===== src/rtl/irq_priority_sequencer_if.sv =====
// irq_priority_sequencer_if: request, command and acknowledge signals between the PIC core and the priority sequencer
interface irq_priority_sequencer_if;
  logic [7:0] irr;
  logic [7:0] imr;
  logic [4:0] icw2_base;
  logic       aeoi_mode;
  logic       rotate_on_aeoi;
  logic       eoi_valid;
  logic       eoi_specific;
  logic       eoi_rotate;
  logic [2:0] eoi_level;
  logic       inta;
  logic       int_out;
  logic [7:0] isr;
  logic [7:0] irr_clear;
  logic       vector_valid;
  logic [7:0] vector;
  logic       spurious;
  modport master (
    output irr, imr, icw2_base, aeoi_mode, rotate_on_aeoi, eoi_valid, eoi_specific, eoi_rotate, eoi_level, inta,
    input  int_out, isr, irr_clear, vector_valid, vector, spurious
  );
  modport slave (
    input  irr, imr, icw2_base, aeoi_mode, rotate_on_aeoi, eoi_valid, eoi_specific, eoi_rotate, eoi_level, inta,
    output int_out, isr, irr_clear, vector_valid, vector, spurious
  );
endinterface


===== src/rtl/irq_priority_sequencer.sv =====
// irq_priority_sequencer: rotating-priority resolver, two-pulse INTA sequencer and ISR/EOI handling.
// Optional SPECIAL_MASK_MODE_EN adds the smm input (special mask mode, ignores nesting).
module irq_priority_sequencer #(
  parameter logic [2:0] RESET_LOWEST_PRIO = 3'd7
) (
  input logic clk,
  input logic reset,
`ifdef SPECIAL_MASK_MODE_EN
  input logic smm,
`endif
  irq_priority_sequencer_if.slave bus
);
  typedef enum logic {IDLE, ACK1} state_t;
  state_t     state_q;
  logic [7:0] isr_q, isr_d, irr_clear_q, vector_q, pending, cand, set_mask, clr_mask;
  logic [2:0] lowest_q, lowest_d, level_q, winner, isr_top, eoi_lvl;
  logic       int_out_q, vector_valid_q, spurious_q, spur_q;
  logic       smm_on, int_cond, ack0, ack1, aeoi, eoi_hit;
  // Priority starts just above lp and wraps; scanning downward lets the highest-priority hit land last
  function automatic logic [2:0] top_level(input logic [7:0] v, input logic [2:0] lp);
    logic [2:0] l;
    top_level = 3'd0;
    for (int i = 7; i >= 0; i--) begin
      l = lp + 3'd1 + 3'(i);
      if (v[l]) top_level = l;
    end
  endfunction
  function automatic logic [2:0] rank(input logic [2:0] l, input logic [2:0] lp);
    return l - lp - 3'd1;
  endfunction
`ifdef SPECIAL_MASK_MODE_EN
  assign smm_on = smm;
`else
  assign smm_on = 1'b0;
`endif
  always_comb begin
    pending  = bus.irr & ~bus.imr;
    cand     = smm_on ? pending & ~isr_q : pending;
    winner   = top_level(cand, lowest_q);
    isr_top  = top_level(isr_q, lowest_q);
    int_cond = smm_on ? |cand : |pending && (~|isr_q || rank(winner, lowest_q) < rank(isr_top, lowest_q));
    ack0     = state_q == IDLE && bus.inta;
    ack1     = state_q == ACK1 && bus.inta;
    aeoi     = ack1 && bus.aeoi_mode && !spur_q;
    eoi_lvl  = bus.eoi_specific ? bus.eoi_level : isr_top;
    eoi_hit  = bus.eoi_valid && (bus.eoi_specific || |isr_q);
    set_mask = ack0 && |cand ? 8'd1 << winner : 8'd0;
    clr_mask = (eoi_hit ? 8'd1 << eoi_lvl : 8'd0) | (aeoi ? 8'd1 << level_q : 8'd0);
    isr_d    = (isr_q & ~clr_mask) | set_mask;
    lowest_d = aeoi && bus.rotate_on_aeoi ? level_q : eoi_hit && bus.eoi_rotate ? eoi_lvl : lowest_q;
  end
  always_ff @(posedge clk) begin
    if (reset) begin
      state_q        <= IDLE;
      isr_q          <= 8'd0;
      lowest_q       <= RESET_LOWEST_PRIO;
      level_q        <= 3'd0;
      spur_q         <= 1'b0;
      int_out_q      <= 1'b0;
      irr_clear_q    <= 8'd0;
      vector_valid_q <= 1'b0;
      vector_q       <= 8'd0;
      spurious_q     <= 1'b0;
    end else begin
      isr_q          <= isr_d;
      lowest_q       <= lowest_d;
      int_out_q      <= state_q == IDLE && !bus.inta && int_cond;
      irr_clear_q    <= set_mask;
      spurious_q     <= ack0 && ~|cand;
      vector_valid_q <= ack1;
      if (ack0) begin
        level_q <= |cand ? winner : 3'd7;
        spur_q  <= ~|cand;
        state_q <= ACK1;
      end
      if (ack1) begin
        vector_q <= {bus.icw2_base, level_q};
        state_q  <= IDLE;
      end
    end
  end
  assign bus.int_out      = int_out_q;
  assign bus.isr          = isr_q;
  assign bus.irr_clear    = irr_clear_q;
  assign bus.vector_valid = vector_valid_q;
  assign bus.vector       = vector_q;
  assign bus.spurious     = spurious_q;
endmodule

===== src/flat_wrapper.sv =====
// flat-port wrapper written by rule: the top's interface ports become plain ports
module irq_priority_sequencer_flat 
#(
  parameter logic [2:0] RESET_LOWEST_PRIO = 3'd7
)
  (clk, reset, bus_irr, bus_imr, bus_icw2_base, bus_aeoi_mode, bus_rotate_on_aeoi, bus_eoi_valid, bus_eoi_specific, bus_eoi_rotate, bus_eoi_level, bus_inta, bus_int_out, bus_isr, bus_irr_clear, bus_vector_valid, bus_vector, bus_spurious);
  irq_priority_sequencer_if bus_i ();
  input logic clk;
  input logic reset;
  input wire logic [$bits(bus_i.irr)-1:0] bus_irr;
  input wire logic [$bits(bus_i.imr)-1:0] bus_imr;
  input wire logic [$bits(bus_i.icw2_base)-1:0] bus_icw2_base;
  input wire logic [$bits(bus_i.aeoi_mode)-1:0] bus_aeoi_mode;
  input wire logic [$bits(bus_i.rotate_on_aeoi)-1:0] bus_rotate_on_aeoi;
  input wire logic [$bits(bus_i.eoi_valid)-1:0] bus_eoi_valid;
  input wire logic [$bits(bus_i.eoi_specific)-1:0] bus_eoi_specific;
  input wire logic [$bits(bus_i.eoi_rotate)-1:0] bus_eoi_rotate;
  input wire logic [$bits(bus_i.eoi_level)-1:0] bus_eoi_level;
  input wire logic [$bits(bus_i.inta)-1:0] bus_inta;
  output wire logic [$bits(bus_i.int_out)-1:0] bus_int_out;
  output wire logic [$bits(bus_i.isr)-1:0] bus_isr;
  output wire logic [$bits(bus_i.irr_clear)-1:0] bus_irr_clear;
  output wire logic [$bits(bus_i.vector_valid)-1:0] bus_vector_valid;
  output wire logic [$bits(bus_i.vector)-1:0] bus_vector;
  output wire logic [$bits(bus_i.spurious)-1:0] bus_spurious;
  assign bus_i.irr = bus_irr;
  assign bus_i.imr = bus_imr;
  assign bus_i.icw2_base = bus_icw2_base;
  assign bus_i.aeoi_mode = bus_aeoi_mode;
  assign bus_i.rotate_on_aeoi = bus_rotate_on_aeoi;
  assign bus_i.eoi_valid = bus_eoi_valid;
  assign bus_i.eoi_specific = bus_eoi_specific;
  assign bus_i.eoi_rotate = bus_eoi_rotate;
  assign bus_i.eoi_level = bus_eoi_level;
  assign bus_i.inta = bus_inta;
  assign bus_int_out = bus_i.int_out;
  assign bus_isr = bus_i.isr;
  assign bus_irr_clear = bus_i.irr_clear;
  assign bus_vector_valid = bus_i.vector_valid;
  assign bus_vector = bus_i.vector;
  assign bus_spurious = bus_i.spurious;
  irq_priority_sequencer #(.RESET_LOWEST_PRIO(RESET_LOWEST_PRIO)) u_core (.clk(clk), .reset(reset), .bus(bus_i));
endmodule

===== config.mk =====
export PLATFORM = sky130hd
export DESIGN_NAME = irq_priority_sequencer_flat
export DESIGN_NICKNAME = d
export VERILOG_FILES = /design/src/rtl/irq_priority_sequencer_if.sv /design/src/rtl/irq_priority_sequencer.sv /design/src/flat_wrapper.sv
export SDC_FILE = /design/constraint.sdc
export NUM_CORES = 1
export LEC_CHECK = 0
export BUFFER_PORTS_ARGS = -buffer_cell sky130_fd_sc_hd__buf_2
export CAP_MARGIN = 10
export CORE_ASPECT_RATIO = 1.4
export CORE_MARGIN = 4
export CORE_UTILIZATION = 45
export DETAILED_ROUTE_END_ITERATION = 8
export GPL_TIMING_DRIVEN = 0
export PLACE_DENSITY = 0.63
export SETUP_SLACK_MARGIN = 0.02
export SLEW_MARGIN = 20
export SYNTH_ARGS = -nofsm -noshare
export SYNTH_HDL_FRONTEND = slang
export SYNTH_SLANG_ARGS = --single-unit

===== constraint.sdc =====
create_clock -name clk -period 6.26 [get_ports clk]
set_clock_uncertainty 0.2 [all_clocks]
set_input_delay 1.878 -clock clk [delete_from_list [all_inputs] [get_ports clk]]
set_output_delay 1.878 -clock clk [all_outputs]
set_load 0.01 [all_outputs]

==> Flow_metrics.wiki, run 1 <==
{| class="wikitable"
! Metric !! Value
|-
| Setup bufs post-CTS || 0
|-
| Most common flop cell mapped by yosys || dfxtp_1
|-
| Most frequently used cell type in the post-synthesis netlist || nand2_1
|-
| R2R Path End || u_core.bus.int_out$_SDFF_PP0_
|-
| Crit path top cell by count || ha_1
|-
| Final net count || 515
|-
| Worst slew slack as a fraction of its limit || 0.438
|-
| Leakage power total || 1.72 nW
|-
| Internal reg-to-reg setup slack || 610 ps
|-
| Gate family responsible for the most delay along the worst path || buffers and inverters
|-
| Maximum achievable frequency || 177 MHz
|-
| Filler Cell Count || ~770
|-
| Required time reported for the critical path endpoint || about 6300 ps
|-
| Cts hold-fix bufs || 0
|-
| Launching element type of the critical path || register
|-
| Hold Fails Final Rpt || 0
|-
| Starting density of the core || 0.470
|-
| Peak fanout along the critical path || 12
|-
| Sequential fraction of the synthesis area || 0.190
|-
| CTS tree || built
|-
| DRC violation total after the first TritonRoute iteration || 267
|-
| Slowest Stage Delay on Critical Path || 640 ps
|-
| Detailed-route wire length || 11300 um
|-
| First-pass GRT wire length || 18900 um
|-
| Antenna Cells || 0
|-
| List of most frequent post-synthesis cells || nand2_1, dfxtp_1, nor2_1
|-
| WHS Endpoint || u_core.bus.vector[7]$_SDFFE_PP0P_
|-
| Standard cell core area || between 7000 and 8000 um2
|-
| Cell types occupying the most area after synthesis || dfxtp_1, mux4_2, nand2_1
|-
| Hold Path Class || register to register
|-
| Number of top-level pins || 59
|-
| GR Overflow Total || 0
|-
| Number of buffers and inverters on the critical path || 9
|-
| Count of different cell masters after synthesis || 69
|-
| Cell type with the largest total area after synthesis || dfxtp_1
|-
| Die Y-Extent || 115 um
|-
| Post-synth EDFFs || 0
|-
| Die footprint || between 9000 and 10000 um2
|-
| Worst Hold Path Cells || 2
|-
| Worst reg2reg path startpoint || u_core.lowest_q[0]$_SDFFE_PP1P_
|-
| Resize count post-CTS || 0
|-
| CP cell instances || buf_2 -> inv_2 -> clkbuf_1 -> ha_1 -> buf_6 -> buf_4 -> buf_4 -> buf_2 -> clkbuf_1 -> o21ai_0 -> a211oi_1 -> o211ai_1 -> inv_2 -> ha_1 -> fa_1 -> xnor2_1 -> xnor2_1 -> ha_1 -> a21o_1 -> a21oi_1
|-
| Vias per cell || 6.41
|-
| Net count after synthesis || approximately 450
|-
| Total number of vias || 3693
|-
| Post-synthesis cell count || 412
|-
| Fraction of post-synthesis cell area in the top cell type by area || 0.190
|-
| Final RePlAce weighted congestion || 0.988
|-
| CTS HTree Levels || 2
|-
| Ys Warns || 0
|-
| Row count || 38
|-
| Clock latency at the later pin of the worst-skew pair || 300 ps
|-
| Placed insts || 568
|-
| Tot GR Track Use || 0.240
|-
| Maximum number of pins on one net before global-route repair || 13
|-
| Wirelength per Cell || approximately 20 um
|-
| Tightest Pin Transition || roughly 840 ps
|-
| Final setup TNS || 0 ps
|-
| Status || finished clean
|-
| Worst setup path class || register to register
|-
| Flip-flop and latch count after synthesis || 35
|-
| Final period util || 0.903
|-
| Pre-antenna DRT Iters || 5
|-
| Number of CTS-inserted buffers || 5
|-
| Number of max-cap violations || 0
|-
| Cell area after synthesis || 3680 um2
|-
| Setup violators final || 0
|-
| Clock root cell || clkbuf_8
|-
| Die width || approximately 84 um
|-
| Data arrival time of the worst path || 5690 ps
|-
| Final cell count without fillers || roughly 580
|-
| Max-slew violation count || 0
|-
| Number of global-route vias before repair || 3729
|-
| Hold Path Origin || u_core.bus.vector[7]$_SDFFE_PP0P_
|-
| Power per cell area || 563 nW/um2
|-
| Kind of end point of the critical path || register
|-
| Clock sink total || 35
|-
| Initial antenna violation count || 0
|-
| Antenna Nets Post-Route || 0
|-
| Unrepaired setup endpoints after global routing || false
|-
| Final HPWL from detailed placement || slightly below 9000 um
|-
| Share of post-route cells with drive strength above 1 || 0.275
|-
| Post-route minimum period || 5650 ps
|-
| Number of I/O port buffers || 56
|-
| IR Drop Worst-Case VDD || about 370 uV
|-
| Share of flip-flops with an asynchronous set or reset after synthesis || 0
|-
| Buffer levels on the longest clock path || 2
|-
| P&R area growth vs syn || 13.7%
|-
| Number of remaining DRC errors || 0
|-
| R2r worst-path depth || 20
|-
| Cell with the biggest individual delay on the critical path || o211ai_1
|-
| Average size of a mapped cell || 8.94 um2
|-
| Clock transition at the registers of the reported paths || roughly 70 ps
|}
placed cells by master, fill, tap and decap left out, drive strengths merged, types with 4 or more instances in the layout:
cell type  synthesis  routed
nand3b             4       4
o21ai             15      15
clkbuf            14      22
o22ai             10      10
mux4              26      26
a211oi             8       8
nand2             46      46
buf               13      69
o211ai            11      11
nor4               6       6
a21o               4       4
nor2b              7       7
mux2i             19      19
a31oi              5       5
ha                 6       6
a21oi             29      29
inv               12      12
dfxtp             35      35
nand4              6       6
nor3               6       6
nand2b            18      18
nor3b              6       6
xnor2              5       5
o31ai              4       4
o311ai             5       5
mux2               9       9
nor2              30      30
layer usage:
layer / share of wire / wire length (um) / vias to the layer above / track usage
met3: 0.051 / 579 / 21 / 0.0287
li1: - / - / 1727 / -
met4: 0.027 / 308 / 0 / 0.0887
met2: 0.52 / 5920 / 159 / 0.442
met1: 0.40 / 4530 / 1786 / 0.287
met5: 0 / 0 / - / 0
registers in the layout (all words and copies together), names as in the netlist:
name / count
u_core.bus.vector_valid: 1
u_core.bus.spurious: 1
u_core.level_q: 3
u_core.state_q: 1
u_core.spur_q: 1
u_core.bus.irr_clear: 8
u_core.bus.int_out: 1
u_core.lowest_q: 3
u_core.bus.vector: 8
u_core.bus.isr: 8
per-stage QoR:
stage,utilization,total power [mW],worst slack (ps),cell area (um2),hold WS [ps]
final,0.534,2.36,605,4190,254
after global routing,0.534,2.56,235,4190,283
after CTS,0.534,2.35,576,4190,259
after detailed placement,0.521,2.17,388,4090,246
after global placement,0.521,2.14,464,4090,241
after floorplan,-,1.73,1100,3680,236
worst max-delay path by stage:
stage | from | to | slack [ps] | depth (start not counted)
after global routing | u_core.lowest_q[0]$_SDFFE_PP1P_ | u_core.bus.int_out$_SDFF_PP0_ | 230 | 20
after CTS | u_core.lowest_q[0]$_SDFFE_PP1P_ | u_core.bus.int_out$_SDFF_PP0_ | 580 | 20
after global placement | bus_imr[0] | u_core.bus.int_out$_SDFF_PP0_ | 460 | 15
after floorplan | bus_imr[0] | u_core.bus.int_out$_SDFF_PP0_ | 1100 | 14
final | u_core.lowest_q[0]$_SDFFE_PP1P_ | u_core.bus.int_out$_SDFF_PP0_ | 610 | 20
after detailed placement | bus_imr[1] | u_core.bus.int_out$_SDFF_PP0_ | 390 | 15
worst min-delay path: cells and delay by family (launching register included):
family             cells  cell delay (ps)
AOI/OAI and AO/OA      1               50
DFF                    1              310
and+or+nand+nor        1               50
report_power, final:
part	total (mW)	internal, mW	switching, mW
Clock	0.178	0.100	0.0780
Sequential	0.312	0.269	0.0436
Combinational	1.87	0.807	1.06
Total	2.36	1.18	1.18
cells by family after synthesis:
kind of cell,share of synthesized area
flops,0.190
buf+inv,0.0523
xor+xnor,0.0438
compound gates,0.228
mux,0.245
simple gates,0.210
fa+ha+maj,0.0312
cell type report:
| type | instances | area, um2 | area share |
|---|---|---|---|
| multi-input combinational | 338 | 2790 | 0.666 |
| sequential | 35 | 701 | 0.167 |
| timing repair buffer | 56 | 280 | 0.0669 |
| buffer | 27 | 148 | 0.0352 |
| tap | 100 | 125 | 0.0299 |
| clock buffer | 8 | 100 | 0.0239 |
| inverter | 12 | 45.0 | 0.0107 |
Note: power is estimated with default switching activity, not from simulation.
==> run 2, diff against run 1 <==
--- a/config.mk
+++ b/config.mk
@@ -5,14 +5,14 @@
 export SDC_FILE = /design/constraint.sdc
 export NUM_CORES = 1
 export LEC_CHECK = 0
-export BUFFER_PORTS_ARGS = -buffer_cell sky130_fd_sc_hd__buf_2
 export CAP_MARGIN = 10
 export CORE_ASPECT_RATIO = 1.4
 export CORE_MARGIN = 4
 export CORE_UTILIZATION = 45
 export DETAILED_ROUTE_END_ITERATION = 8
+export DONT_BUFFER_PORTS = 1
 export GPL_TIMING_DRIVEN = 0
-export PLACE_DENSITY = 0.63
+export PLACE_DENSITY = 0.57
 export SETUP_SLACK_MARGIN = 0.02
 export SLEW_MARGIN = 20
 export SYNTH_ARGS = -nofsm -noshare
==> Flow_metrics.wiki, run 2 (synthesis gave the netlist of run 1 again) <==
{| class="wikitable"
! Metric !! Value
|-
| Die width || 84.5 um (unchanged)
|-
| Number of I/O port buffers || 0 (was 56)
|-
| CTS tree || built (unchanged)
|-
| Wirelength per Cell || 21.5 um (was 19.7 um)
|-
| Final cell count without fillers || 520 (was 576)
|-
| Die Y-Extent || 115 um (unchanged)
|-
| Final RePlAce weighted congestion || 0.923 (was 0.988)
|-
| Post-route minimum period || 5600 ps (was 5650 ps)
|-
| Setup violators final || 0 (unchanged)
|-
| Placed insts || 512 (was 568)
|-
| Antenna Nets Post-Route || 0 (unchanged)
|-
| Unrepaired setup endpoints after global routing || false (unchanged)
|-
| Vias per cell || 6.58 (was 6.41)
|-
| Hold Fails Final Rpt || 0 (unchanged)
|-
| Number of CTS-inserted buffers || 5 (unchanged)
|-
| Most frequent standard cell in the layout excluding fill and tap cells || nand2_1 (was buf_2)
|-
| DRC violation total after the first TritonRoute iteration || 279 (was 267)
|-
| Launching element type of the critical path || register (unchanged)
|-
| Hold Path Class || register to register (unchanged)
|-
| Clock root cell || clkbuf_8 (unchanged)
|-
| Setup bufs post-CTS || 0 (unchanged)
|-
| Leakage power total || 1.45 nW (was 1.72 nW)
|-
| Data arrival time of the worst path || 5620 ps (was 5690 ps)
|-
| Buffer levels on the longest clock path || 2 (unchanged)
|-
| Resize count post-CTS || 0 (unchanged)
|-
| Tightest Pin Transition || 847 ps (was 842 ps)
|-
| Most frequent cells in the layout || nand2_1, dfxtp_1, nor2_1, a21oi_1, mux4_2 (was buf_2, nand2_1, dfxtp_1, nor2_1, a21oi_1)
|-
| CTS HTree Levels || 2 (unchanged)
|-
| First-pass GRT wire length || 17800 um (was 18900 um)
|-
| Starting density of the core || 0.470 (unchanged)
|-
| Die footprint || 9720 um2 (unchanged)
|-
| Final net count || 459 (was 515)
|-
| Final HPWL from detailed placement || 8580 um (was 8800 um)
|-
| P&R area growth vs syn || 5.70% (was 13.7%)
|-
| Detailed-route wire length || 11200 um (was 11300 um)
|-
| IR Drop Worst-Case VDD || 268 uV (was 372 uV)
|-
| Worst slew slack as a fraction of its limit || 0.434 (was 0.438)
|-
| Max-slew violation count || 0 (unchanged)
|-
| Number of global-route vias before repair || 3304 (was 3729)
|-
| Antenna Cells || 0 (unchanged)
|-
| Initial antenna violation count || 0 (unchanged)
|-
| Standard cell core area || 7850 um2 (unchanged)
|-
| Clock sink total || 35 (unchanged)
|-
| Power per cell area || 588 nW/um2 (was 563 nW/um2)
|-
| Row count || 38 (unchanged)
|-
| Maximum achievable frequency || 179 MHz (was 177 MHz)
|-
| Kind of end point of the critical path || register (unchanged)
|-
| Peak fanout along the critical path || 12 (unchanged)
|-
| Required time reported for the critical path endpoint || 6290 ps (about the same)
|-
| Number of remaining DRC errors || 0 (unchanged)
|-
| Maximum number of pins on one net before global-route repair || 13 (unchanged)
|-
| Total number of vias || 3423 (was 3693)
|-
| Number of max-cap violations || 0 (unchanged)
|-
| Final period util || 0.894 (was 0.903)
|-
| Tot GR Track Use || 0.232 (was 0.240)
|-
| Pre-antenna DRT Iters || 5 (unchanged)
|-
| Worst setup path class || register to register (unchanged)
|-
| Clock transition at the registers of the reported paths || 70 ps (about the same)
|-
| Cts hold-fix bufs || 0 (unchanged)
|-
| Clock latency at the later pin of the worst-skew pair || 290 ps (was 300 ps)
|-
| Status || finished clean (unchanged)
|-
| Share of post-route cells with drive strength above 1 || 0.179 (was 0.275)
|-
| Filler Cell Count || 799 (was 773)
|-
| Final setup TNS || 0 ps (unchanged)
|-
| Final Core Density || 0.496 (was 0.534)
|-
| Number of top-level pins || 59 (unchanged)
|-
| WHS || 261 ps (was 254 ps)
|-
| GR Overflow Total || 0 (unchanged)
|}
## run 2: path summary, 6_finish.rpt
check / endpoint / slack [ps] / start / depth (start not counted)
setup / recovery: u_core.bus.int_out$_SDFF_PP0_ / 660 / u_core.lowest_q[0]$_SDFFE_PP1P_ / 20
hold / removal: u_core.spur_q$_SDFFE_PP0P_ / 260 / u_core.spur_q$_SDFFE_PP0P_ / 2
setup reg to reg: u_core.bus.int_out$_SDFF_PP0_ / 660 / u_core.lowest_q[0]$_SDFFE_PP1P_ / 20
hold reg to reg: u_core.spur_q$_SDFFE_PP0P_ / 260 / u_core.spur_q$_SDFFE_PP0P_ / 2
## run 2: layer usage
metal  global-route usage  vias up  wire [um]
li1                     -     1608          -
met1                0.286     1647       4370
met2                0.409      148       5890
met3               0.0351       20        679
met4               0.0855        0        242
met5                    0        -          0
## run 2: final cells by class
type	count	area, um2	area share
Clock inverter	2	12.5	0.00321
Tap cell	100	125	0.0321
Multi-Input combinational cell	338	2790	0.717
Buffer	27	148	0.0379
Inverter	12	45.0	0.0116
Sequential cell	35	701	0.180
Clock buffer	6	72.6	0.0186
## run 2: metrics by stage
step	area [um2]	setup slack, ps	power [mW]
2_1_floorplan	3680	1100	1.73
3_3_place_gp	3810	536	2.11
3_5_place_dp	3810	548	2.12
4_1_cts	3890	603	2.29
5_1_grt	3890	210	2.50
6_report	3890	662	2.29
## run 2: worst max-delay path, cell delays in order (launching register included)
cell and delay, ps:
dfxtp_1 310, buf_2 210, inv_2 230, clkbuf_1 580, ha_1 380, buf_6 170
buf_4 200, buf_4 190, buf_2 220, clkbuf_1 260, o21ai_0 230, a211oi_1 100
o211ai_1 580, inv_2 120, ha_1 230, fa_1 430, xnor2_1 150, xnor2_1 140
ha_1 300, a21o_1 160, a21oi_1 120
## run 2: report_power, final
group / leakage [nW] / internal [mW] / switching [mW]
sequential: 0.285 / 0.269 / 0.0674
clock: 0.0412 / 0.0776 / 0.0800
combinational: 1.12 / 0.780 / 1.02
